## config.mk

```make
export PLATFORM = sky130hd
export DESIGN_NAME = seq_mult_datapath
export DESIGN_NICKNAME = d
export VERILOG_FILES = /design/src/rtl/seq_mult_datapath.sv
export SDC_FILE = /design/constraint.sdc
export NUM_CORES = 1
export LEC_CHECK = 0
export ABC_AREA = 1
export CAP_MARGIN = 20
export CORE_MARGIN = 2
export CORE_UTILIZATION = 59
export CTS_BUF_LIST = sky130_fd_sc_hd__clkbuf_8
export CTS_CLUSTER_DIAMETER = 150
export DETAILED_ROUTE_END_ITERATION = 16
export HOLD_SLACK_MARGIN = 0.02
export PLACE_DENSITY_LB_ADDON = 0.12
export SLEW_MARGIN = 10
export SYNTH_ARGS = -nofsm -noshare
export SYNTH_HDL_FRONTEND = slang
export SYNTH_SLANG_ARGS = --single-unit
```

## constraint.sdc

```tcl
create_clock -name clk -period 4.34 [get_ports clk]
set_input_delay 1.302 -clock clk [delete_from_list [all_inputs] [get_ports clk]]
set_output_delay 1.302 -clock clk [all_outputs]
set_load 0.05 [all_outputs]
```

## src/rtl/seq_mult_datapath.sv

```systemverilog
// Register stage of a shift-add multiplier: multiplicand A, multiplier B and
// product P, driven by load/shift/add commands from the sequencing controller.
module seq_mult_datapath #(
    parameter int WIDTH = 8
) (
    input  logic               clk,
    input  logic               clr,
    input  logic [WIDTH-1:0]   a_in,
    input  logic [WIDTH-1:0]   b_in,
    input  logic               en_a,
    input  logic               ld_shift_a,
    input  logic               en_b,
    input  logic               ld_shift_b,
    input  logic               en_p,
    input  logic               ld_add_p,
    output logic               zero,
    output logic               lsb_b,
    output logic [2*WIDTH-1:0] product
);

    logic [2*WIDTH-1:0] a_q;
    logic [WIDTH-1:0]   b_q;
    logic [2*WIDTH-1:0] p_q;

    // Multiplicand is kept double width so it can be shifted into product alignment.
    always_ff @(posedge clk or posedge clr) begin
        if (clr) begin
            a_q <= '0;
        end else if (en_a) begin
            a_q <= {{WIDTH{1'b0}}, a_in};
        end else if (ld_shift_a) begin
            a_q <= {a_q[2*WIDTH-2:0], 1'b0};
        end
    end

    always_ff @(posedge clk or posedge clr) begin
        if (clr) begin
            b_q <= '0;
        end else if (en_b) begin
            b_q <= b_in;
        end else if (ld_shift_b) begin
            b_q <= {1'b0, b_q[WIDTH-1:1]};
        end
    end

    // The add sees A before this edge, so add and shift may share a cycle.
    always_ff @(posedge clk or posedge clr) begin
        if (clr) begin
            p_q <= '0;
        end else if (en_p) begin
            p_q <= '0;
        end else if (ld_add_p) begin
            p_q <= p_q + a_q;
        end
    end

    assign zero    = (b_q == '0);
    assign lsb_b   = b_q[0];
    assign product = p_q;

endmodule
```

==> impl_metrics.env, run 1 <==
export IMPL_status="complete, no violations"
export IMPL_end_kind="output pin"
export IMPL_utilization=0.760
export IMPL_antenna_found_initial=0
export IMPL_rsz0062_at_grt="no"
export IMPL_min_to="b_q[5]"
export IMPL_post_route_min_period_ns=3.09
export IMPL_fin_tns_setup_ns=0
export IMPL_dpl_cell_count=446
export IMPL_cap_viol_max_count=0
export IMPL_power_switching_uw=311
export IMPL_fin_skew_ns=0.00505
export IMPL_worst_ep_arrival_time_ns=1.79
export IMPL_fin_crit_sh=0.713
export IMPL_routedWlPerCell_um=12.3
export IMPL_clkSinkCount=40
export IMPL_clkPwrFrac=0.287
export IMPL_initial_core_util=0.626
export IMPL_cp_required_ns=3.04
export IMPL_ctsResizeCount=0
export IMPL_fin_area_um2=3100
export IMPL_crit_chain="inv_1 > nand4_1 > nor2_1 > clkdlybuf4s50_1"
export IMPL_p_comb_frac=0.261
export IMPL_io_buffer_count=41
export IMPL_hp_class="flop to flop"
export IMPL_clk_latency_ns=0.29
export IMPL_setup_violations=0
export IMPL_cts_setup_buffers=0
export IMPL_r2r_slack_ns=2.53
export IMPL_viasPerCell=5.18
export IMPL_grt_usage=0.243
export IMPL_numCtsBuffers=5
export IMPL_die_h_um=69.9
export IMPL_pwr_share_seq=0.453
export IMPL_die_w_um=69.9
export IMPL_dp_hpwl_mm=4.34
export IMPL_start_kind="flop"
export IMPL_switching_share=0.335
export IMPL_synth_seq_area_share=0.391
export IMPL_ctsLongestPathBuffers=2
export IMPL_cts_root_buf="clkbuf_8"
export IMPL_coreArea_um2=4090
export IMPL_path_clk_slew_ns=0.08
export IMPL_maxSlewViolCount=0
export IMPL_ir_worst_vdd_v=0.000270
export IMPL_drt_total_wl_mm=5.57
export IMPL_max_slew_worst_pin_slew_ns=0.868
export IMPL_grt_pass1_vias=2178
export IMPL_gr_total_overflow=0
export IMPL_h_tree_depth=2
export IMPL_pin_count=42
export IMPL_syn2layout_area_growth_pct=21.3
export IMPL_netlist_area_um2=2560
export IMPL_critPathMaxStageDelay_ns=0.81
export IMPL_final_cells=454
export IMPL_reg2reg_from="product[0]"
export IMPL_routabilityCongestion=0.918
export IMPL_path_max_fanout=2
export IMPL_nets=443
export IMPL_final_layout_size_suffix_gt1_frac=0.0421
export IMPL_reg2reg_depth=11
export IMPL_p_leak_nw=1.68
export IMPL_detailed_place_area_um2=3010
export IMPL_crit_type="flop to output pin"
export IMPL_r2r_end="product[8]"
export IMPL_ant_nets=0
export IMPL_grt_start_max_net_pins=25
export IMPL_power_uw=928
export IMPL_syn_area_per_cell_um2=7.15
export IMPL_vias=2352
export IMPL_first_iter_violations=130
export IMPL_hold_viol_final=0
export IMPL_synthDistinctLibCells=28
export IMPL_cts_tree="yes"
export IMPL_fmax_ghz=0.323
export IMPL_diodes=0
export IMPL_syn_instance_count=358
export IMPL_dieArea_um2=4880
export IMPL_drc=0
export IMPL_intPower_uw=617
export IMPL_power_density_nw_per_um2=299
export IMPL_hold_start="b_q[6]"
export IMPL_slew_headroom=0.421
export IMPL_hold_buffers=0
export IMPL_critical_path_slowest_cell="clkdlybuf4s50_1"
export IMPL_yosysWarnings=0
export IMPL_rows=23
export IMPL_whs_path_depth=2
export IMPL_first_pass_iters=4
export IMPL_grt_pass1_wl_mm=9.59
export IMPL_ys_ff_latch=40
export IMPL_syn_num_nets=398
## critical path, delay by kind of cell (launching register included)
| kind | cells | cell delay (ns) |
|---|---|---|
| simple gates | 2 | 0.21 |
| buf+inv | 2 | 0.89 |
| flops | 1 | 0.39 |
## kinds of logic (layout without fill, tap and decap cells)
logic type,after synthesis,after routing,share of synthesized area
adders and majority gates,16,16,0.0812
AOI/OAI and AO/OA,41,41,0.109
buffers and inverters,79,125,0.127
and+or+nand+nor,181,181,0.289
xor gates and xnor gates,1,1,0.00342
DFF,40,40,0.391
## per-layer routing
metal	global-route usage	part of all wire
met1	0.332	0.47
met2	0.395	0.47
met3	0.0476	0.045
met4	0.0726	0.011
met5	0	0
## final cells by class
type,count,area [µm²]
Fill cell,328,982
Timing Repair Buffer,45,440
Sequential cell,40,1000
Inverter,72,270
Tap cell,50,62.6
Multi-Input combinational cell,239,1230
Clock buffer,6,82.6
Clock inverter,2,15.0
## how the worst max path moves through the flow
stage | start | endpoint | slack (ns)
2_1_floorplan | b_q[0] | zero | 1.64
5_1_grt | b_q[7] | zero | 1.11
4_1_cts | b_q[6] | zero | 1.26
3_5_place_dp | en_a | a_q[4] | 1.56
3_3_place_gp | b_q[3] | zero | 1.59
6_report | b_q[1] | zero | 1.25
## cells in the mapped netlist, drive strengths merged
cell / count / area, µm²
a22o: 1 / 8.76
and2: 1 / 6.26
o21ai: 8 / 43.8
nor2: 17 / 63.8
xor2: 1 / 8.76
nand3b: 2 / 15.0
or2: 3 / 18.8
o211ai: 7 / 52.6
o221ai: 7 / 67.6
clkbuf: 1 / 3.75
nor3: 3 / 15.0
nand4: 3 / 18.8
inv: 72 / 270
a21oi: 9 / 45.0
ha: 15 / 188
nand2: 132 / 500
nand3: 20 / 100
buf: 6 / 51.3
dfrtp: 40 / 1000
o22ai: 8 / 50.1
fa: 1 / 20.0
a32o: 1 / 10.0
## power by group through the flow
stage          sequential, mW  combinational (mW)  clock (mW)
2_1_floorplan           0.462               0.125           0
3_3_place_gp            0.425               0.234           0
3_5_place_dp            0.427               0.241           0
4_1_cts                 0.419               0.241       0.272
5_1_grt                 0.423               0.268       0.287
6_report                0.420               0.242       0.266
## registers in the layout, indices dropped and copies added, names as in the netlist
signal / count
product: 16
b_q: 8
a_q: 16
## layout by cell type, fill, tap and decap left out, types with 2 or more instances in the layout
| cell type | netlist | layout |
|---|---|---|
| o211ai_1 | 7 | 7 |
| inv_1 | 72 | 72 |
| nand4_1 | 3 | 3 |
| nand3b_1 | 2 | 2 |
| ha_1 | 15 | 15 |
| buf_4 | 1 | 4 |
| o22ai_1 | 8 | 8 |
| clkinvlp_4 | 0 | 2 |
| nand3_1 | 20 | 20 |
| clkdlybuf4s50_1 | 0 | 41 |
| dfrtp_1 | 40 | 40 |
| o221ai_1 | 6 | 6 |
| or2_1 | 2 | 2 |
| nand2_1 | 130 | 130 |
| nand2_2 | 2 | 2 |
| nor2_1 | 17 | 17 |
| nor3_1 | 3 | 3 |
| o21ai_0 | 7 | 7 |
| clkbuf_8 | 0 | 6 |
| a21oi_1 | 9 | 9 |
## stage by stage
step	hold WS (ns)	setup slack, ns
global route	0.542	1.11
global placement	0.492	1.59
finish	0.514	1.25
CTS	0.514	1.26
detailed placement	0.495	1.56
floorplan	0.470	1.64
Power figures use the tool's default switching activity.
==> run 2, diff against run 1 <==
CORE_UTILIZATION = 50   (was 59)
clock period = 2.6 ns   (was 4.34 ns; I/O delays follow)
==> impl_metrics.env, run 2 (synthesized netlist as in run 1, its figures left out) <==
export IMPL_max_slew_worst_pin_slew_ns=0.540
export IMPL_rsz0062_at_grt="no"
export IMPL_cp_required_ns=1.82
export IMPL_crit_type="flop to output pin"
export IMPL_ctsResizeCount=0
export IMPL_wl_met3_um=161
export IMPL_gr_total_overflow=0
export IMPL_hold_viol_final=0
export IMPL_cts_root_buf="clkbuf_8"
export IMPL_post_route_min_period_ns=2.31
export IMPL_grt_pass1_wl_mm=9.36
export IMPL_critPathMaxStageDelay_ns=0.83
export IMPL_final_layout_size_suffix_gt1_frac=0.0373
export IMPL_dp_slack_ns=0.347
export IMPL_dieArea_um2=5710
export IMPL_path_max_fanout=3
export IMPL_fin_area_um2=3160
export IMPL_fin_tns_setup_ns=0
export IMPL_wl_met2_mm=2.58
export IMPL_maxSlewViolCount=0
export IMPL_end_kind="output pin"
export IMPL_pin_count=42
export IMPL_first_iter_violations=114
export IMPL_vias=2331
export IMPL_cts_setup_buffers=0
export IMPL_die_w_um=75.5
export IMPL_setup_violations=0
export IMPL_dpl_cell_count=465
export IMPL_cts_tree="yes"
export IMPL_syn2layout_area_growth_pct=23.3
export IMPL_grt_usage=0.216
export IMPL_numCtsBuffers=5
export IMPL_diodes=0
export IMPL_dp_hpwl_mm=4.30
export IMPL_antenna_found_initial=0
export IMPL_status="complete, no violations"
export IMPL_layout_common_cells="130 x nand2_1, 72 x inv_1, 40 x dfrtp_1, 40 x clkdlybuf4s50_1, 20 x nand3_1"
export IMPL_io_buffer_count=41
export IMPL_crit_buf_inv=1
export IMPL_coreArea_um2=5010
export IMPL_fillers=483
export IMPL_first_pass_iters=4
export IMPL_nets=442
export IMPL_grt_start_max_net_pins=41
export IMPL_detailed_place_area_um2=3020
export IMPL_worst_ep_arrival_time_ns=1.53
export IMPL_slew_headroom=0.640
export IMPL_initial_core_util=0.511
export IMPL_utilization=0.630
export IMPL_routedWlPerCell_um=11.8
export IMPL_postLayoutSetupSlackWorst_ns=0.287
export IMPL_fin_skew_ns=0.00480
export IMPL_critical_path_slowest_cell="clkdlybuf4s50_1"
export IMPL_critPathTopFamily="buffers and inverters"
export IMPL_grt_pass1_vias=2159
export IMPL_dr_max_layer_used="met4"
export IMPL_power_density_nw_per_um2=537
export IMPL_ctsLongestPathBuffers=2
export IMPL_viasPerCell=4.94
export IMPL_cap_viol_max_count=0
export IMPL_crit_chain="clkdlybuf4s50_1"
export IMPL_m1WireLength_mm=2.74
export IMPL_p_leak_nw=1.71
export IMPL_rows=26
export IMPL_hp_class="flop to flop"
export IMPL_ant_nets=0
export IMPL_drc=0
export IMPL_fin_crit_sh=0.890
export IMPL_clk_latency_ns=0.29
export IMPL_die_h_um=75.5
export IMPL_clkSinkCount=40
export IMPL_path_clk_slew_ns=0.08
export IMPL_ir_worst_vdd_v=0.000320
export IMPL_fmax_ghz=0.432
export IMPL_start_kind="flop"
export IMPL_h_tree_depth=2
export IMPL_routabilityCongestion=0.871
export IMPL_mostFrequentLayoutCell="nand2_1"
export IMPL_drt_total_wl_mm=5.56
export IMPL_hold_buffers=0
export IMPL_final_cells=472
-- run 2: cell types whose count changed in the layout (fill, tap and decap cells not counted) --
cell,change
clkinvlp_4,-2
bufinv_16,+2
clkbuf_8,-1
buf_4,-1
dlymetal6s2s_1,+1
clkdlybuf4s50_1,-1
-- run 2: power breakdown --
part           switching [mW]  internal, mW  total, mW
logic                   0.250         0.149      0.399
clock network           0.219         0.378      0.597
registers              0.0335         0.666      0.699
total                   0.503          1.19       1.70
-- run 2: worst reg2reg max path, delay by kind of cell, from the launching register on --
family                     cells  cell delay [ns]
and+or+nand+nor                7             0.58
adders and majority gates      2             0.58
DFF                            1             0.38
buffers and inverters          2             0.19
-- run 2: worst paths after layout --
kind | end | cells past startpoint | startpoint | slack (ns)
hold reg to reg | b_q[6] | 2 | b_q[7] | 0.51
setup / recovery | product[11] | 1 | product[11] | 0.29
setup reg to reg | product[12] | 11 | product[0] | 0.77
min in group asynchronous | b_q[6] | 3 | clr | 0.91
max in group asynchronous | b_q[3] | 3 | clr | 1.35
hold / removal | b_q[6] | 2 | b_q[7] | 0.51
-- run 2: area by class of cell --
cell class | instances | area [µm²] | area share
clock inverters | 2 | 60.1 | 0.0190
inverters | 72 | 270 | 0.0856
flip-flops and latches | 40 | 1000 | 0.317
repair buffers | 44 | 435 | 0.138
clock buffers | 5 | 68.8 | 0.0218
well taps | 70 | 87.6 | 0.0278
multi-input cells | 239 | 1230 | 0.391
-- run 2: per-stage QoR --
stage / hold slack, ns / power, mW
finish: 0.508 / 1.70
global route: 0.550 / 1.79
CTS: 0.510 / 1.72
detailed placement: 0.492 / 1.11
global placement: 0.492 / 1.10
floorplan: 0.470 / 0.980
-- run 2: per-layer routing --
metal / track usage / vias up
met5: 0 / -
met4: 0.0663 / 0
met3: 0.0317 / 8
met2: 0.367 / 46
met1: 0.287 / 1062
li1: - / 1215
